`src/rtl/ns_route_tester.sv`:
```
// Self-checking traffic generator/checker for a 1-to-N message router.
// One source channel sweeps MIN_ADDR..MAX_ADDR; NUM_SNK sink channels check what comes back.
module ns_route_tester #(
  parameter int ASZ      = 6,
  parameter int DSZ      = 4,
  parameter int NUM_SNK  = 2,
  parameter int MIN_ADDR = 0,
  parameter int MAX_ADDR = 55,
  parameter int OPER     = 0,
  parameter int REF_VAL  = 23,
  parameter int SRC_DIV  = 8,
  parameter int SNK_DIV  = 64,
  parameter int TIMEOUT  = 4096
) (
  input  logic                   i_clk,
  input  logic                   reset,
  output logic                   o0_req,
  output logic [ASZ-1:0]         o0_addr,
  output logic [DSZ-1:0]         o0_data,
  input  logic                   o0_ack,
  input  logic [NUM_SNK-1:0]     i_req,
  input  logic [NUM_SNK*ASZ-1:0] i_addr,
  input  logic [NUM_SNK*DSZ-1:0] i_data,
  output logic [NUM_SNK-1:0]     i_ack,
  output logic                   o_done,
  output logic                   o_err,
  output logic                   o_timeout,
  output logic [ASZ:0]           o_sent_cnt,
  output logic [ASZ:0]           o_rcvd_cnt,
  output logic [7:0]             o_err_cnt,
  output logic [3:0]             o_disp0,
  output logic [3:0]             o_disp1,
  output logic [3:0]             o_leds
);

  localparam int SPAN   = MAX_ADDR - MIN_ADDR + 1;
  localparam int SRC_W  = $clog2(SRC_DIV + 1);
  localparam int SNK_W  = $clog2(SNK_DIV + 1);
  localparam int IDLE_W = $clog2(TIMEOUT + 1);

  localparam logic [ASZ-1:0]    MIN_A     = ASZ'(MIN_ADDR);
  localparam logic [ASZ-1:0]    MAX_A     = ASZ'(MAX_ADDR);
  localparam logic [ASZ-1:0]    REF_A     = ASZ'(REF_VAL);
  localparam logic [ASZ-1:0]    SPAN_M1   = ASZ'(MAX_ADDR - MIN_ADDR);
  localparam logic [ASZ:0]      SPAN_C    = (ASZ+1)'(SPAN);
  localparam logic [IDLE_W-1:0] TIMEOUT_C = IDLE_W'(TIMEOUT);

  typedef enum logic [1:0] {S_IDLE, S_REQ, S_REL, S_DONE} src_st_t;
  typedef enum logic {K_WAIT, K_REL} snk_st_t;
  typedef enum logic [2:0] {E_NONE, E_RANGE, E_DEST, E_PAY, E_DUP} err_t;

  function automatic logic route_hit(input logic [ASZ-1:0] a);
    case (OPER)
      0:       route_hit = (a > REF_A);
      1:       route_hit = (a < REF_A);
      2:       route_hit = (a == REF_A);
      default: route_hit = (a != REF_A);
    endcase
  endfunction

  // First failing check wins; a message is charged at most one error.
  function automatic err_t classify(input logic rng_ok, input logic dst_ok,
                                    input logic pay_ok, input logic dup);
    if (!rng_ok)      return E_RANGE;
    else if (!dst_ok) return E_DEST;
    else if (!pay_ok) return E_PAY;
    else if (dup)     return E_DUP;
    else              return E_NONE;
  endfunction

  function automatic logic [3:0] ones(input logic [NUM_SNK-1:0] v);
    logic [3:0] n;
    n = '0;
    for (int i = 0; i < NUM_SNK; i++) n = n + {3'b000, v[i]};
    return n;
  endfunction

  function automatic logic [7:0] err_sat_add(input logic [7:0] cnt, input logic [3:0] inc);
    logic [8:0] s;
    s = {1'b0, cnt} + {5'b00000, inc};
    return s[8] ? 8'hFF : s[7:0];
  endfunction

  logic [SRC_W-1:0]  src_div_cnt;
  logic [SNK_W-1:0]  snk_div_cnt;
  logic              src_tick, snk_tick;
  src_st_t           src_st;
  logic [ASZ-1:0]    addr_q;
  logic [ASZ:0]      sent_q, rcvd_q;
  snk_st_t           snk_st [NUM_SNK];
  logic [NUM_SNK-1:0] ack_q;
  logic [SPAN-1:0]   seen_q, seen_run;
  logic [NUM_SNK-1:0] acc, bad;
  logic [7:0]        err_q;
  logic [IDLE_W-1:0] idle_q;
  logic              done_q, timeout_q, to_ev;

  assign src_tick = (src_div_cnt == SRC_W'(SRC_DIV - 1));
  assign snk_tick = (snk_div_cnt == SNK_W'(SNK_DIV - 1));

  always_ff @(posedge i_clk) begin
    if (reset || src_tick) src_div_cnt <= '0;
    else                   src_div_cnt <= src_div_cnt + SRC_W'(1);
    if (reset || snk_tick) snk_div_cnt <= '0;
    else                   snk_div_cnt <= snk_div_cnt + SNK_W'(1);
  end

  always_ff @(posedge i_clk) begin
    if (reset) begin
      src_st <= S_IDLE;
      o0_req <= 1'b0;
      addr_q <= MIN_A;
      sent_q <= '0;
    end else begin
      case (src_st)
        S_IDLE: if (src_tick) begin
          o0_req <= 1'b1;
          src_st <= S_REQ;
        end
        S_REQ: if (o0_ack) begin
          o0_req <= 1'b0;
          src_st <= S_REL;
        end
        S_REL: if (!o0_ack) begin
          sent_q <= sent_q + (ASZ+1)'(1);
          if (addr_q == MAX_A) begin
            src_st <= S_DONE;
          end else begin
            addr_q <= addr_q + ASZ'(1);
            src_st <= S_IDLE;
          end
        end
        default: src_st <= S_DONE;
      endcase
    end
  end

  assign o0_addr = addr_q;
  assign o0_data = addr_q[DSZ-1:0];

  always_ff @(posedge i_clk) begin
    for (int k = 0; k < NUM_SNK; k++) begin
      if (reset) begin
        snk_st[k] <= K_WAIT;
        ack_q[k]  <= 1'b0;
      end else begin
        case (snk_st[k])
          K_WAIT: if (acc[k]) begin
            ack_q[k]  <= 1'b1;
            snk_st[k] <= K_REL;
          end
          default: if (!i_req[k]) begin
            ack_q[k]  <= 1'b0;
            snk_st[k] <= K_WAIT;
          end
        endcase
      end
    end
  end

  assign i_ack = ack_q;

  // Channels are walked in index order so a lower channel claims a shared address first.
  always_comb begin
    logic [ASZ-1:0]  a, off;
    logic [DSZ-1:0]  d;
    logic            rng_ok, dst_ok;
    logic [SPAN-1:0] onehot;
    a        = '0;
    off      = '0;
    d        = '0;
    rng_ok   = 1'b0;
    dst_ok   = 1'b0;
    onehot   = '0;
    seen_run = seen_q;
    acc      = '0;
    bad      = '0;
    for (int k = 0; k < NUM_SNK; k++) begin
      a      = i_addr[k*ASZ +: ASZ];
      d      = i_data[k*DSZ +: DSZ];
      off    = a - MIN_A;
      rng_ok = (off <= SPAN_M1);
      for (int i = 0; i < SPAN; i++) onehot[i] = rng_ok && (off == ASZ'(i));
      dst_ok = (k == 0) ? route_hit(a) : !route_hit(a);
      acc[k] = snk_tick && i_req[k] && (snk_st[k] == K_WAIT);
      bad[k] = acc[k] && (classify(rng_ok, dst_ok, d == a[DSZ-1:0],
                                   |(seen_run & onehot)) != E_NONE);
      if (acc[k]) seen_run = seen_run | onehot;
    end
  end

  assign to_ev = (idle_q == TIMEOUT_C) && !done_q && !timeout_q;

  always_ff @(posedge i_clk) begin
    if (reset) begin
      seen_q    <= '0;
      rcvd_q    <= '0;
      err_q     <= '0;
      idle_q    <= '0;
      done_q    <= 1'b0;
      timeout_q <= 1'b0;
    end else begin
      seen_q <= seen_run;
      rcvd_q <= rcvd_q + (ASZ+1)'(ones(acc));
      err_q  <= err_sat_add(err_q, ones(bad) + {3'b000, to_ev});
      if (|acc)                  idle_q <= '0;
      else if (idle_q != TIMEOUT_C) idle_q <= idle_q + IDLE_W'(1);
      if (to_ev) timeout_q <= 1'b1;
      if (src_st == S_DONE && rcvd_q == SPAN_C) done_q <= 1'b1;
    end
  end

  assign o_done     = done_q;
  assign o_timeout  = timeout_q;
  assign o_sent_cnt = sent_q;
  assign o_rcvd_cnt = rcvd_q;
  assign o_err_cnt  = err_q;
  assign o_err      = (err_q != 8'd0);
  assign o_disp0    = (err_q > 8'd15) ? 4'hF : err_q[3:0];
  assign o_disp1    = {src_st, done_q, timeout_q};
  assign o_leds     = {(src_st == S_REQ) || (src_st == S_REL), timeout_q, o_err, done_q};

endmodule
```
`config.mk`:
```
export PLATFORM = sky130hd
export DESIGN_NAME = ns_route_tester
export DESIGN_NICKNAME = d
export VERILOG_FILES = /design/src/rtl/ns_route_tester.sv
export SDC_FILE = /design/constraint.sdc
export NUM_CORES = 1
export LEC_CHECK = 0
export CAP_MARGIN = 20
export CORE_MARGIN = 2
export CORE_UTILIZATION = 55
export DETAILED_ROUTE_END_ITERATION = 8
export GPL_TIMING_DRIVEN = 0
export PLACE_DENSITY = 0.79
export SLEW_MARGIN = 20
export SYNTH_ARGS = -nofsm -noshare
export SYNTH_HDL_FRONTEND = slang
export SYNTH_SLANG_ARGS = --single-unit
```
`constraint.sdc`:
```
create_clock -name i_clk -period 4.15 [get_ports i_clk]
set_input_delay 0.83 -clock i_clk [delete_from_list [all_inputs] [get_ports i_clk]]
set_output_delay 0.83 -clock i_clk [all_outputs]
set_load 0.01 [all_outputs]
```
==> Flow_metrics.wiki, run 1 <==
{| class="wikitable"
! Metric !! Value
|-
| Run status || finished, final reports clean
|-
| Final period utilization || 0.959
|-
| Setup TNS || 0 ps
|-
| Setup CP Type || in2reg
|-
| Number of distinct library cell variants in the gate-level netlist after synthesis || 65
|-
| Vias in the first global route || 5937
|-
| WL/cell || 23.0 µm
|-
| Hold Path Class || reg2reg
|-
| Max cap viols || 0
|-
| Final wirelength || 21600 µm
|-
| Initial core utilization || 0.567
|-
| Standard-cell rows || 38
|-
| Capture instance of the worst register-to-register path || o_err_cnt[2]$_SDFF_PP0_
|-
| Area of all placed cells without fillers || between 7000 and 8000 µm²
|-
| Logic depth of the worst register-to-register path || 13
|-
| Final max-slew violation count || 0
|-
| RD Place Congestion || ~1.0
|-
| Number of nets produced by synthesis || roughly 730
|-
| Number of standard cells in the final layout excluding fillers || 936
|-
| Hold-critical path endpoint || snk_div_cnt[0]$_SDFF_PP0_
|-
| R2R setup slack || 480 ps
|-
| Number of remaining DRC errors || 0
|-
| Share of final-layout standard cells stronger than drive strength 1 || 0.141
|-
| Via count normalized by instance count || about 6.8
|-
| Setup repair after global routing missed its margin || false
|-
| Area of the core region || roughly 11000 µm²
|-
| Initial antenna violation count || 0
|-
| Synth warn || 0
|-
| Overall fraction of global-route tracks in use || 0.356
|-
| Worst Path Arrival || approximately 4300 ps
|-
| Wire length of the first global-routing pass || between 30000 and 40000 µm
|-
| Ys async rst share || 0
|-
| Layout net count || around 820
|-
| CP Launch Type || input pin
|-
| Startpoint of the tightest hold check path || snk_div_cnt[0]$_SDFF_PP0_
|-
| Footprint of the flip-flops and latches || roughly 2400 µm²
|-
| Post-synth top area share || 0.371
|-
| Data required time of the worst path || between 4000 and 5000 ps
|-
| # hold bufs at CTS || 0
|-
| Total number of vias || approximately 6300
|-
| CTS tree || yes
|-
| Sink Count || approximately 120
|-
| Final design utilization || 0.714
|-
| Cell types with the largest area share after synthesis || dfxtp_1 37%, o22ai_1 6.4%, a41oi_1 5.7%
|-
| Most common flop cell mapped by yosys || dfxtp_1
|-
| Synthesis-stage register bit count || about 120
|-
| Critical Path Fanout Max || 10
|-
| VDD IR-drop max || about 0.3 mV
|-
| Area growth syn-to-layout || 25.9%
|-
| Clk_skew || between 15 and 20 ps
|-
| Setup Viol. Count Final || 0
|-
| Post-synthesis sequential area ratio || 0.381
|-
| Min Tclk post-route || ~4000 ps
|-
| Area of the multi-input gates || ~3500 µm²
|-
| Clk slew on worst S/H paths || about 60 ps
|-
| Worst slew margin relative to its limit || 0.491
|-
| Root Buffer Master || clkbuf_16
|-
| Die X || between 100 and 150 µm
|-
| Leading cell type in the layout, fill and taps excluded || dfxtp_1
|-
| Detailed Route Iter0 Violations || ~930
|-
| Number of buffers inserted by port buffering || between 60 and 70
|-
| Most frequent cells in the layout || 115 x dfxtp_1, 64 x clkdlybuf4s50_1, 63 x o22ai_1, 62 x nor2_1, 39 x a41oi_1
|-
| Pin count of the biggest net entering global routing || 17
|-
| Worst-Skew Late Latency || 420 ps
|-
| Pwr dens || ~380 nW/µm²
|-
| Die boundary height || 110 µm
|-
| H-tree depth || 4
|-
| CP startpoint || i_addr[10]
|-
| Leakage power figure || about 2.8 nW
|-
| Largest area contributor in the synthesized netlist || dfxtp_1
|-
| Worst Setup End Kind || flop
|-
| Count of flip-flops with a built-in enable after synthesis || 2
|-
| Leftover overflow at the end of global routing || 0
|-
| Slew @ Worst Pin || roughly 760 ps
|-
| RR Startpoint || snk_div_cnt[0]$_SDFF_PP0_
|-
| Final number of hold-violating endpoints || 0
|-
| Number of filler cells placed in the layout || ~840
|-
| Power after layout || a little under 3 mW
|-
| Combined area of all synthesized cells || between 6000 and 7000 µm²
|-
| Average cell area after synthesis || roughly 9 µm²
|-
| Cell count after synthesis || ~700
|-
| Antenna Cells || 0
|-
| Final HPWL from detailed placement || between 10000 and 15000 µm
|-
| Buffer levels on the longest clock path || 2
|-
| Num CTS Buffers || 17
|-
| Detailed-routing iteration count for the pre-antenna-repair pass || 8
|-
| Cell count after placement || approximately 900
|-
| Hold depth || 1
|-
| Cell Area, Placed || slightly above 7000 µm²
|-
| Number of routed nets with antenna violations || 0
|-
| Count of boundary I/O pins || 75
|-
| Max frequency || about 0.25 GHz
|-
| Die Area || around 12000 µm²
|}
## per-layer routing
layer | vias to the layer above | GRT usage | part of all wire
met5 | - | 0 | 0
met4 | 0 | 0.151 | 0.036
met3 | 81 | 0.131 | 0.12
met2 | 424 | 0.563 | 0.46
met1 | 3019 | 0.436 | 0.38
li1 | 2812 | - | -
## area by class of cell
cell class	instances	area share
Multi-Input combinational cell	495	0.446
Sequential cell	117	0.303
Timing Repair Buffer	77	0.0955
Clock buffer	19	0.0567
Buffer	60	0.0487
Tap cell	140	0.0224
Clock inverter	13	0.0204
Inverter	15	0.00721
## per-stage QoR
stage,setup WS [ps],hold slack (ps)
after floorplan,549,418
after global placement,-869,430
after detailed placement,-851,436
after CTS,11.3,446
after global routing,24.6,481
final,171,442
## report_power, final
part	total (mW)	switching (mW)	internal [mW]	leakage [nW]
Combinational	0.312	0.180	0.133	1.54
Clock	1.50	0.543	0.956	0.289
Sequential	1.17	0.0231	1.15	0.949
Total	2.98	0.746	2.24	2.78
## Yosys cell counts, types with 5 or more instances
cell / n
a21oi_1: 32
a22oi_1: 7
a41oi_1: 40
a41oi_2: 6
and3_1: 8
and4b_1: 5
buf_2: 11
buf_4: 12
buf_6: 12
clkbuf_1: 23
dfxtp_1: 115
ha_1: 13
inv_1: 15
nand2_1: 33
nand2b_1: 9
nand3_1: 31
nand4_1: 10
nor2_1: 62
nor2b_1: 12
nor3_1: 25
nor4_1: 10
o21ai_0: 8
o22ai_1: 63
o32ai_1: 5
xnor2_1: 14
xor2_1: 27
## flip-flops by register name, indices dropped and copies added (netlist names), 2 cells and up
register,count
o_rcvd_cnt,7
o0_addr,6
seen_q,56
o_sent_cnt,7
o_err_cnt,8
src_st,2
i_ack,2
src_div_cnt,4
idle_q,13
snk_st,2
snk_div_cnt,7
## worst max-delay path, stage by stage
cell and delay [ps]:
clkdlybuf4s50_1 580, nand2b_1 160, clkbuf_1 560, nor3_1 170
nor4_2 380, nand4_1 210, o31a_1 390, ha_2 200
fa_2 400, buf_4 160, xnor2_1 120, a21oi_1 80
## worst max-delay path by stage
stage	endpoint	cells past startpoint
2_1_floorplan	o_err_cnt[4]$_SDFF_PP0_	15
3_3_place_gp	o_err_cnt[4]$_SDFF_PP0_	15
3_5_place_dp	o_err_cnt[1]$_SDFF_PP0_	14
4_1_cts	o_err_cnt[4]$_SDFF_PP0_	16
5_1_grt	o_err_cnt[2]$_SDFF_PP0_	13
6_report	o_err_cnt[2]$_SDFF_PP0_	12
## cell families (layout without fill, tap and decap cells)
| kind of cell | after synthesis | in the layout | synth area share |
|---|---|---|---|
| DFF | 117 | 117 | 0.381 |
| AOI/OAI and AO/OA | 189 | 189 | 0.220 |
| adders and majority gates | 16 | 16 | 0.0359 |
| buffers and inverters | 76 | 184 | 0.0700 |
| muxes | 6 | 6 | 0.0101 |
| and+or+nand+nor | 243 | 243 | 0.225 |
| xor gates and xnor gates | 41 | 41 | 0.0579 |
## what timing repair did
item	CTS	global route
cloned	0	1
gates resized for setup	10	8
endpoints found under the hold margin	0	0
pin swaps	7	11
buffers inserted	3	6
endpoints found under the setup margin	8	8
Note: power is estimated with default switching activity, not from simulation.
==> inputs of run 2 (changes only) <==
- CORE_UTILIZATION: 55 -> 56
- PLACE_DENSITY: 0.79 -> 0.8
==> Flow_metrics.wiki, run 2 (synthesis gave the netlist of run 1 again) <==
{| class="wikitable"
! Metric !! Value
|-
| CP Launch Type || input pin (unchanged)
|-
| Max cap viols || 0 (unchanged)
|-
| Worst slew margin relative to its limit || 0.397 (was 0.491)
|-
| Number of filler cells placed in the layout || 832 (was 835)
|-
| Root Buffer Master || clkbuf_8 (was clkbuf_16)
|-
| Setup CP Type || in2reg (unchanged)
|-
| Initial core utilization || 0.572 (was 0.567)
|-
| Setup Viol. Count Final || 0 (unchanged)
|-
| Die X || 109 µm (was 110 µm)
|-
| Run status || finished, final reports clean (unchanged)
|-
| Min Tclk post-route || 4010 ps (was 3980 ps)
|-
| # hold bufs at CTS || 0 (unchanged)
|-
| Final period utilization || 0.966 (was 0.959)
|-
| Initial antenna violation count || 0 (unchanged)
|-
| Clk_skew || 8.62 ps (was 16.2 ps)
|-
| Setup slack of the critical path after layout || 141 ps (was 171 ps)
|-
| Final design utilization || 0.709 (was 0.714)
|-
| Vias in the first global route || 5936 (was 5937)
|-
| Overall fraction of global-route tracks in use || 0.371 (was 0.356)
|-
| Setup TNS || 0 ps (unchanged)
|-
| Number of routed nets with antenna violations || 0 (unchanged)
|-
| Num CTS Buffers || 17 (unchanged)
|-
| Slew @ Worst Pin || 905 ps (was 764 ps)
|-
| Total number of vias || 6317 (was 6336)
|-
| H-tree depth || 4 (unchanged)
|-
| Die Area || 11900 µm² (was 12100 µm²)
|-
| Worst Setup End Kind || flop (unchanged)
|-
| Standard-cell rows || 38 (unchanged)
|-
| Antenna Cells || 0 (unchanged)
|-
| Data required time of the worst path || 4540 ps (was 4430 ps)
|-
| Wire length of the first global-routing pass || 32800 µm (was 31900 µm)
|-
| Final max-slew violation count || 0 (unchanged)
|-
| Via count normalized by instance count || 6.80 (was 6.77)
|-
| Critical Path Fanout Max || 7 (was 10)
|-
| Leftover overflow at the end of global routing || 0 (unchanged)
|-
| Pwr dens || 380 nW/µm² (was 382 nW/µm²)
|-
| Share of final-layout standard cells stronger than drive strength 1 || 0.128 (was 0.141)
|-
| Pin count of the biggest net entering global routing || 17 (unchanged)
|-
| CTS tree || yes (unchanged)
|-
| Final wirelength || 21600 µm (about the same)
|-
| Leading cell type in the layout, fill and taps excluded || dfxtp_1 (unchanged)
|-
| Final number of hold-violating endpoints || 0 (unchanged)
|-
| Area growth syn-to-layout || 23.9% (was 25.9%)
|-
| Final Hold Slack || 460 ps (was 442 ps)
|-
| Max frequency || 0.249 GHz (was 0.251 GHz)
|-
| Count of boundary I/O pins || 75 (unchanged)
|-
| Worst-Skew Late Latency || 540 ps (was 420 ps)
|-
| Number of buffers inserted by port buffering || 66 (unchanged)
|-
| Die boundary height || 109 µm (was 110 µm)
|-
| Leakage power figure || 2.71 nW (was 2.78 nW)
|-
| RD Place Congestion || 1.01 (was 1.02)
|-
| Detailed-routing iteration count for the pre-antenna-repair pass || 9 (was 8)
|-
| Area of the core region || 10800 µm² (was 10900 µm²)
|-
| Number of remaining DRC errors || 0 (unchanged)
|-
| Worst Path Arrival || 4390 ps (was 4260 ps)
|-
| Final HPWL from detailed placement || 15300 µm (was 14700 µm)
|-
| Most frequent cells in the layout || 115 x dfxtp_1, 66 x clkdlybuf4s50_1, 63 x o22ai_1, 62 x nor2_1, 40 x a41oi_1 (was 115 x dfxtp_1, 64 x clkdlybuf4s50_1, 63 x o22ai_1, 62 x nor2_1, 39 x a41oi_1)
|-
| Setup repair after global routing missed its margin || false (unchanged)
|-
| Sink Count || 117 (unchanged)
|-
| Layout net count || 817 (was 824)
|-
| Power after layout || 2.92 mW (was 2.98 mW)
|-
| Max FFs per register || 56 (unchanged)
|-
| Post-placement worst setup slack || -763 ps (was -851 ps)
|-
| Clk slew on worst S/H paths || 60 ps (about the same)
|-
| VDD IR-drop max || 0.318 mV (was 0.305 mV)
|-
| WL/cell || 23.3 µm (was 23.0 µm)
|-
| Register bank with the most flops || seen_q (unchanged)
|-
| Hold Path Class || reg2reg (unchanged)
|-
| Detailed Route Iter0 Violations || 815 (was 925)
|-
| Buffer levels on the longest clock path || 2 (unchanged)
|}
-- run 2: worst paths after layout --
kind,endpoint,start,cells past startpoint,slack (ps)
max,o_err_cnt[7]$_SDFF_PP0_,i_addr[0],14,140
min reg2reg,snk_div_cnt[0]$_SDFF_PP0_,snk_div_cnt[0]$_SDFF_PP0_,1,460
max reg2reg,o_err_cnt[7]$_SDFF_PP0_,snk_div_cnt[0]$_SDFF_PP0_,12,360
min,snk_div_cnt[0]$_SDFF_PP0_,snk_div_cnt[0]$_SDFF_PP0_,1,460
-- run 2: routing by layer --
metal	track usage	vias to the layer above	routed length [µm]
met1	0.466	2990	8460
met4	0.179	0	997
met5	0	-	0
met2	0.575	448	9670
met3	0.120	90	2490
li1	-	2789	-
-- run 2: report_power, final --
part           internal, mW  switching, mW  leakage (nW)  total (mW)
logic                 0.129          0.179          1.48       0.308
registers              1.15         0.0218         0.949        1.17
clock network         0.913          0.529         0.288        1.44
-- run 2: timing repair --
item / 4_1_cts / 5_1_grt
resized for setup: 6 / 7
buffers inserted: 0 / 1
setup endpoints to repair: 8 / 8
hold endpoints to repair: 0 / 0
gates cloned: 0 / 1
pin swaps: 0 / 8
-- run 2: metrics by stage --
step	instances	area, µm²
3_5_place_dp	895	7050
6_report	929	7680
5_1_grt	929	7680
2_1_floorplan	688	6200
4_1_cts	927	7650
3_3_place_gp	894	7040
-- run 2: layout make-up --
cell class | instances | area [µm²] | area share
Multi-Input combinational cell | 495 | 3450 | 0.450
Sequential cell | 117 | 2360 | 0.307
Timing Repair Buffer | 69 | 678 | 0.0883
Clock buffer | 23 | 477 | 0.0620
Buffer | 61 | 382 | 0.0497
Tap cell | 140 | 175 | 0.0228
Clock inverter | 9 | 98.8 | 0.0129
Inverter | 15 | 56.3 | 0.00733
-- run 2: critical path: stages --
cell             delay (ps)
clkdlybuf4s50_1         460
buf_2                   200
nor4b_4                 610
a22oi_1                 200
nand2_1                 140
o21ai_0                 120
a21oi_1                 230
o21ai_2                  90
fa_1                    490
inv_1                    50
ha_2                    190
fa_2                    420
and4b_1                 300
nor3_2                   50
==> inputs of run 3 (changes only) <==
==> constraint.sdc (replaced) <==
create_clock -name i_clk -period 4.15 [get_ports i_clk]
set_input_delay 0.415 -clock i_clk [delete_from_list [all_inputs] [get_ports i_clk]]
set_output_delay 0.415 -clock i_clk [all_outputs]
set_load 0.01 [all_outputs]
==> Flow_metrics.wiki, run 3 (synthesis gave the netlist of run 1 again) <==
{| class="wikitable"
! Metric !! Value
|-
| Run status || finished, final reports clean (unchanged)
|-
| Number of standard cells in the final layout excluding fillers || 927 (was 929)
|-
| Detailed-routing iteration count for the pre-antenna-repair pass || 6 (was 9)
|-
| Post-placement worst setup slack || -348 ps (was -763 ps)
|-
| Final HPWL from detailed placement || 15300 µm (unchanged)
|-
| Most frequent cells in the layout || 115 x dfxtp_1, 66 x clkdlybuf4s50_1, 63 x o22ai_1, 62 x nor2_1, 40 x a41oi_1 (unchanged)
|-
| Global routing's busiest layer || met2 (unchanged)
|-
| # hold bufs at CTS || 0 (unchanged)
|-
| Number of buffers inserted by port buffering || 66 (unchanged)
|-
| Standard-cell rows || 38 (unchanged)
|-
| Footprint of the flip-flops and latches || 2360 µm² (unchanged)
|-
| Register bank with the most flops || seen_q (unchanged)
|-
| Final period utilization || 0.962 (was 0.966)
|-
| Leakage power figure || 2.68 nW (was 2.71 nW)
|-
| Root Buffer Master || clkbuf_8 (unchanged)
|-
| Die Area || 11900 µm² (unchanged)
|-
| Min Tclk post-route || 3990 ps (was 4010 ps)
|-
| R2R setup slack || 290 ps (was 360 ps)
|-
| Detailed Route Iter0 Violations || 825 (was 815)
|-
| Leftover overflow at the end of global routing || 0 (unchanged)
|-
| Hold Path Class || in2reg (was reg2reg)
|-
| Setup slack of the critical path after layout || 157 ps (was 141 ps)
|-
| Number of remaining DRC errors || 0 (unchanged)
|-
| Count of instances resized after the clock tree is built || 0 (was 6)
|-
| Buffer levels on the longest clock path || 2 (unchanged)
|-
| Data required time of the worst path || 4550 ps (was 4540 ps)
|-
| Final wirelength || 21600 µm (about the same)
|-
| Die boundary height || 109 µm (unchanged)
|-
| Number of routed nets with antenna violations || 0 (unchanged)
|-
| RR Startpoint || snk_div_cnt[0]$_SDFF_PP0_ (unchanged)
|-
| Max cap viols || 0 (unchanged)
|-
| GR Util met1 || 0.463 (was 0.466)
|-
| Vias in the first global route || 5940 (was 5936)
|-
| Count of boundary I/O pins || 75 (unchanged)
|-
| Pin count of the biggest net entering global routing || 17 (unchanged)
|-
| WL/cell || 23.3 µm (about the same)
|-
| Max FFs per register || 56 (unchanged)
|-
| Total number of vias || 6291 (was 6317)
|-
| Initial antenna violation count || 0 (unchanged)
|-
| Slowest Stage Delay on Critical Path || 850 ps (was 610 ps)
|-
| Die X || 109 µm (unchanged)
|-
| Setup CP Type || in2reg (unchanged)
|-
| Layout net count || 815 (was 817)
|-
| Crit path capture || o_err_cnt[0]$_SDFF_PP0_ (was o_err_cnt[7]$_SDFF_PP0_)
|-
| Critical path's most frequent cell || fa_1
|-
| Clk_skew || 9.77 ps (was 8.62 ps)
|-
| Area of the core region || 10800 µm² (unchanged)
|-
| Share of final-layout standard cells stronger than drive strength 1 || 0.116 (was 0.128)
|-
| Area growth syn-to-layout || 22.9% (was 23.9%)
|-
| Series of cell instances along the critical path || clkdlybuf4s50_1 > buf_6 > nor4b_2 > a22oi_1 > nand4_1 > nand4b_1 > a211o_1 > o21ai_1 > fa_1 > inv_1 > ha_1 > fa_1 > nand3_1 > a21oi_1 (was clkdlybuf4s50_1 > buf_2 > nor4b_4 > a22oi_1 > nand2_1 > o21ai_0 > a21oi_1 > o21ai_2 > fa_1 > inv_1 > ha_2 > fa_2 > and4b_1 > nor3_2)
|-
| Initial core utilization || 0.572 (unchanged)
|-
| Capture instance of the worst register-to-register path || o_err_cnt[0]$_SDFF_PP0_ (was o_err_cnt[7]$_SDFF_PP0_)
|-
| Worst Path Arrival || 4390 ps (about the same)
|-
| VDD IR-drop max || 0.317 mV (was 0.318 mV)
|-
| Area of the multi-input gates || 3410 µm² (was 3450 µm²)
|-
| Clk slew on worst S/H paths || 60 ps (about the same)
|-
| Sink Count || 117 (unchanged)
|-
| Cell count after placement || 895 (unchanged)
|-
| Worst slew margin relative to its limit || 0.286 (was 0.397)
|-
| Final max-slew violation count || 0 (unchanged)
|-
| Number of filler cells placed in the layout || 842 (was 832)
|-
| Post-CTS Repair Setup Buffers || 0 (unchanged)
|-
| Worst-Skew Late Latency || 540 ps (about the same)
|-
| RD Place Congestion || 1.01 (unchanged)
|-
| Final number of hold-violating endpoints || 0 (unchanged)
|-
| Critical Path Fanout Max || 10 (was 7)
|-
| Slew @ Worst Pin || 1070 ps (was 905 ps)
|-
| Pwr dens || 383 nW/µm² (was 380 nW/µm²)
|-
| CTS tree || yes (unchanged)
|-
| Worst Setup End Kind || flop (unchanged)
|-
| H-tree depth || 4 (unchanged)
|-
| Wire length of the first global-routing pass || 32700 µm (was 32800 µm)
|-
| CP Launch Type || input pin (unchanged)
|-
| Critical Path Slowest Stage Cell || nor4b_2 (was nor4b_4)
|-
| Met2 Track Usage GR || 0.571 (was 0.575)
|-
| Max frequency || 0.250 GHz (was 0.249 GHz)
|-
| Antenna Cells || 0 (unchanged)
|-
| Routing usage on met3 || 0.120 (unchanged)
|-
| Leading cell type in the layout, fill and taps excluded || dfxtp_1 (unchanged)
|-
| Setup Viol. Count Final || 0 (unchanged)
|-
| Via count normalized by instance count || 6.79 (was 6.80)
|-
| Logic depth of the worst register-to-register path || 12 (unchanged)
|-
| Overall fraction of global-route tracks in use || 0.369 (was 0.371)
|-
| Setup repair after global routing missed its margin || false (unchanged)
|-
| CP startpoint || i_addr[3] (was i_addr[0])
|-
| Num CTS Buffers || 17 (unchanged)
|}
==> run 3: cell count changes in the layout (fill, tap and decap cells not counted), sizes merged <==
cell,delta
buf,-3
clkbuf,+1
==> run 3: area by class of cell <==
| cell class | count | area share |
|---|---|---|
| timing repair buffer | 67 | 0.0873 |
| clock buffer | 23 | 0.0625 |
| buffer | 61 | 0.0496 |
| clock inverter | 9 | 0.0130 |
| sequential | 117 | 0.310 |
| multi-input combinational | 495 | 0.447 |
| inverter | 15 | 0.00739 |
| tap | 140 | 0.0230 |
==> run 3: layer usage <==
layer	wire, µm	share of wire	vias to the layer above
met1	8390	0.39	2968
met2	9610	0.45	442
met4	963	0.045	0
li1	-	-	2792
met3	2630	0.12	89
met5	0	0	-
==> run 3: worst max-delay path, delay by kind of cell <==
family                     cells  cell delay (ps)
and+or+nand+nor                4             1480
adders and majority gates      3             1210
buffers and inverters          3              700
AOI/OAI and AO/OA              4              590
==> run 3: through the flow <==
| step | hold slack, ps | util | setup TNS (ps) | cell area [µm²] | total power [mW] |
|---|---|---|---|---|---|
| final | 381 | 0.703 | 0 | 7620 | 2.92 |
| after global routing | 379 | 0.703 | 0 | 7620 | 2.98 |
| after CTS | 362 | 0.703 | 0 | 7620 | 2.90 |
| after detailed placement | 453 | 0.650 | -2670 | 7050 | 1.49 |
| after global placement | 428 | 0.649 | -1910 | 7040 | 1.48 |
| after floorplan | 418 | - | 0 | 6200 | 1.37 |
==> run 3: how the worst min path moves through the flow <==
| stage | startpoint | to | depth (start not counted) |
|---|---|---|---|
| after floorplan | snk_div_cnt[0]$_SDFF_PP0_ | snk_div_cnt[0]$_SDFF_PP0_ | 1 |
| after global placement | snk_div_cnt[0]$_SDFF_PP0_ | snk_div_cnt[0]$_SDFF_PP0_ | 1 |
| after detailed placement | src_div_cnt[0]$_SDFF_PP0_ | src_div_cnt[0]$_SDFF_PP0_ | 1 |
| after CTS | i_addr[2] | seen_q[48]$_SDFF_PP0_ | 4 |
| after global routing | i_addr[2] | seen_q[48]$_SDFF_PP0_ | 4 |
| final | i_addr[2] | seen_q[48]$_SDFF_PP0_ | 4 |
==> run 3: report_power, final <==
part / internal, mW / switching (mW) / total [mW]
Combinational: 0.127 / 0.177 / 0.304
Clock: 0.913 / 0.534 / 1.45
Sequential: 1.15 / 0.0219 / 1.17
Total: 2.19 / 0.733 / 2.92
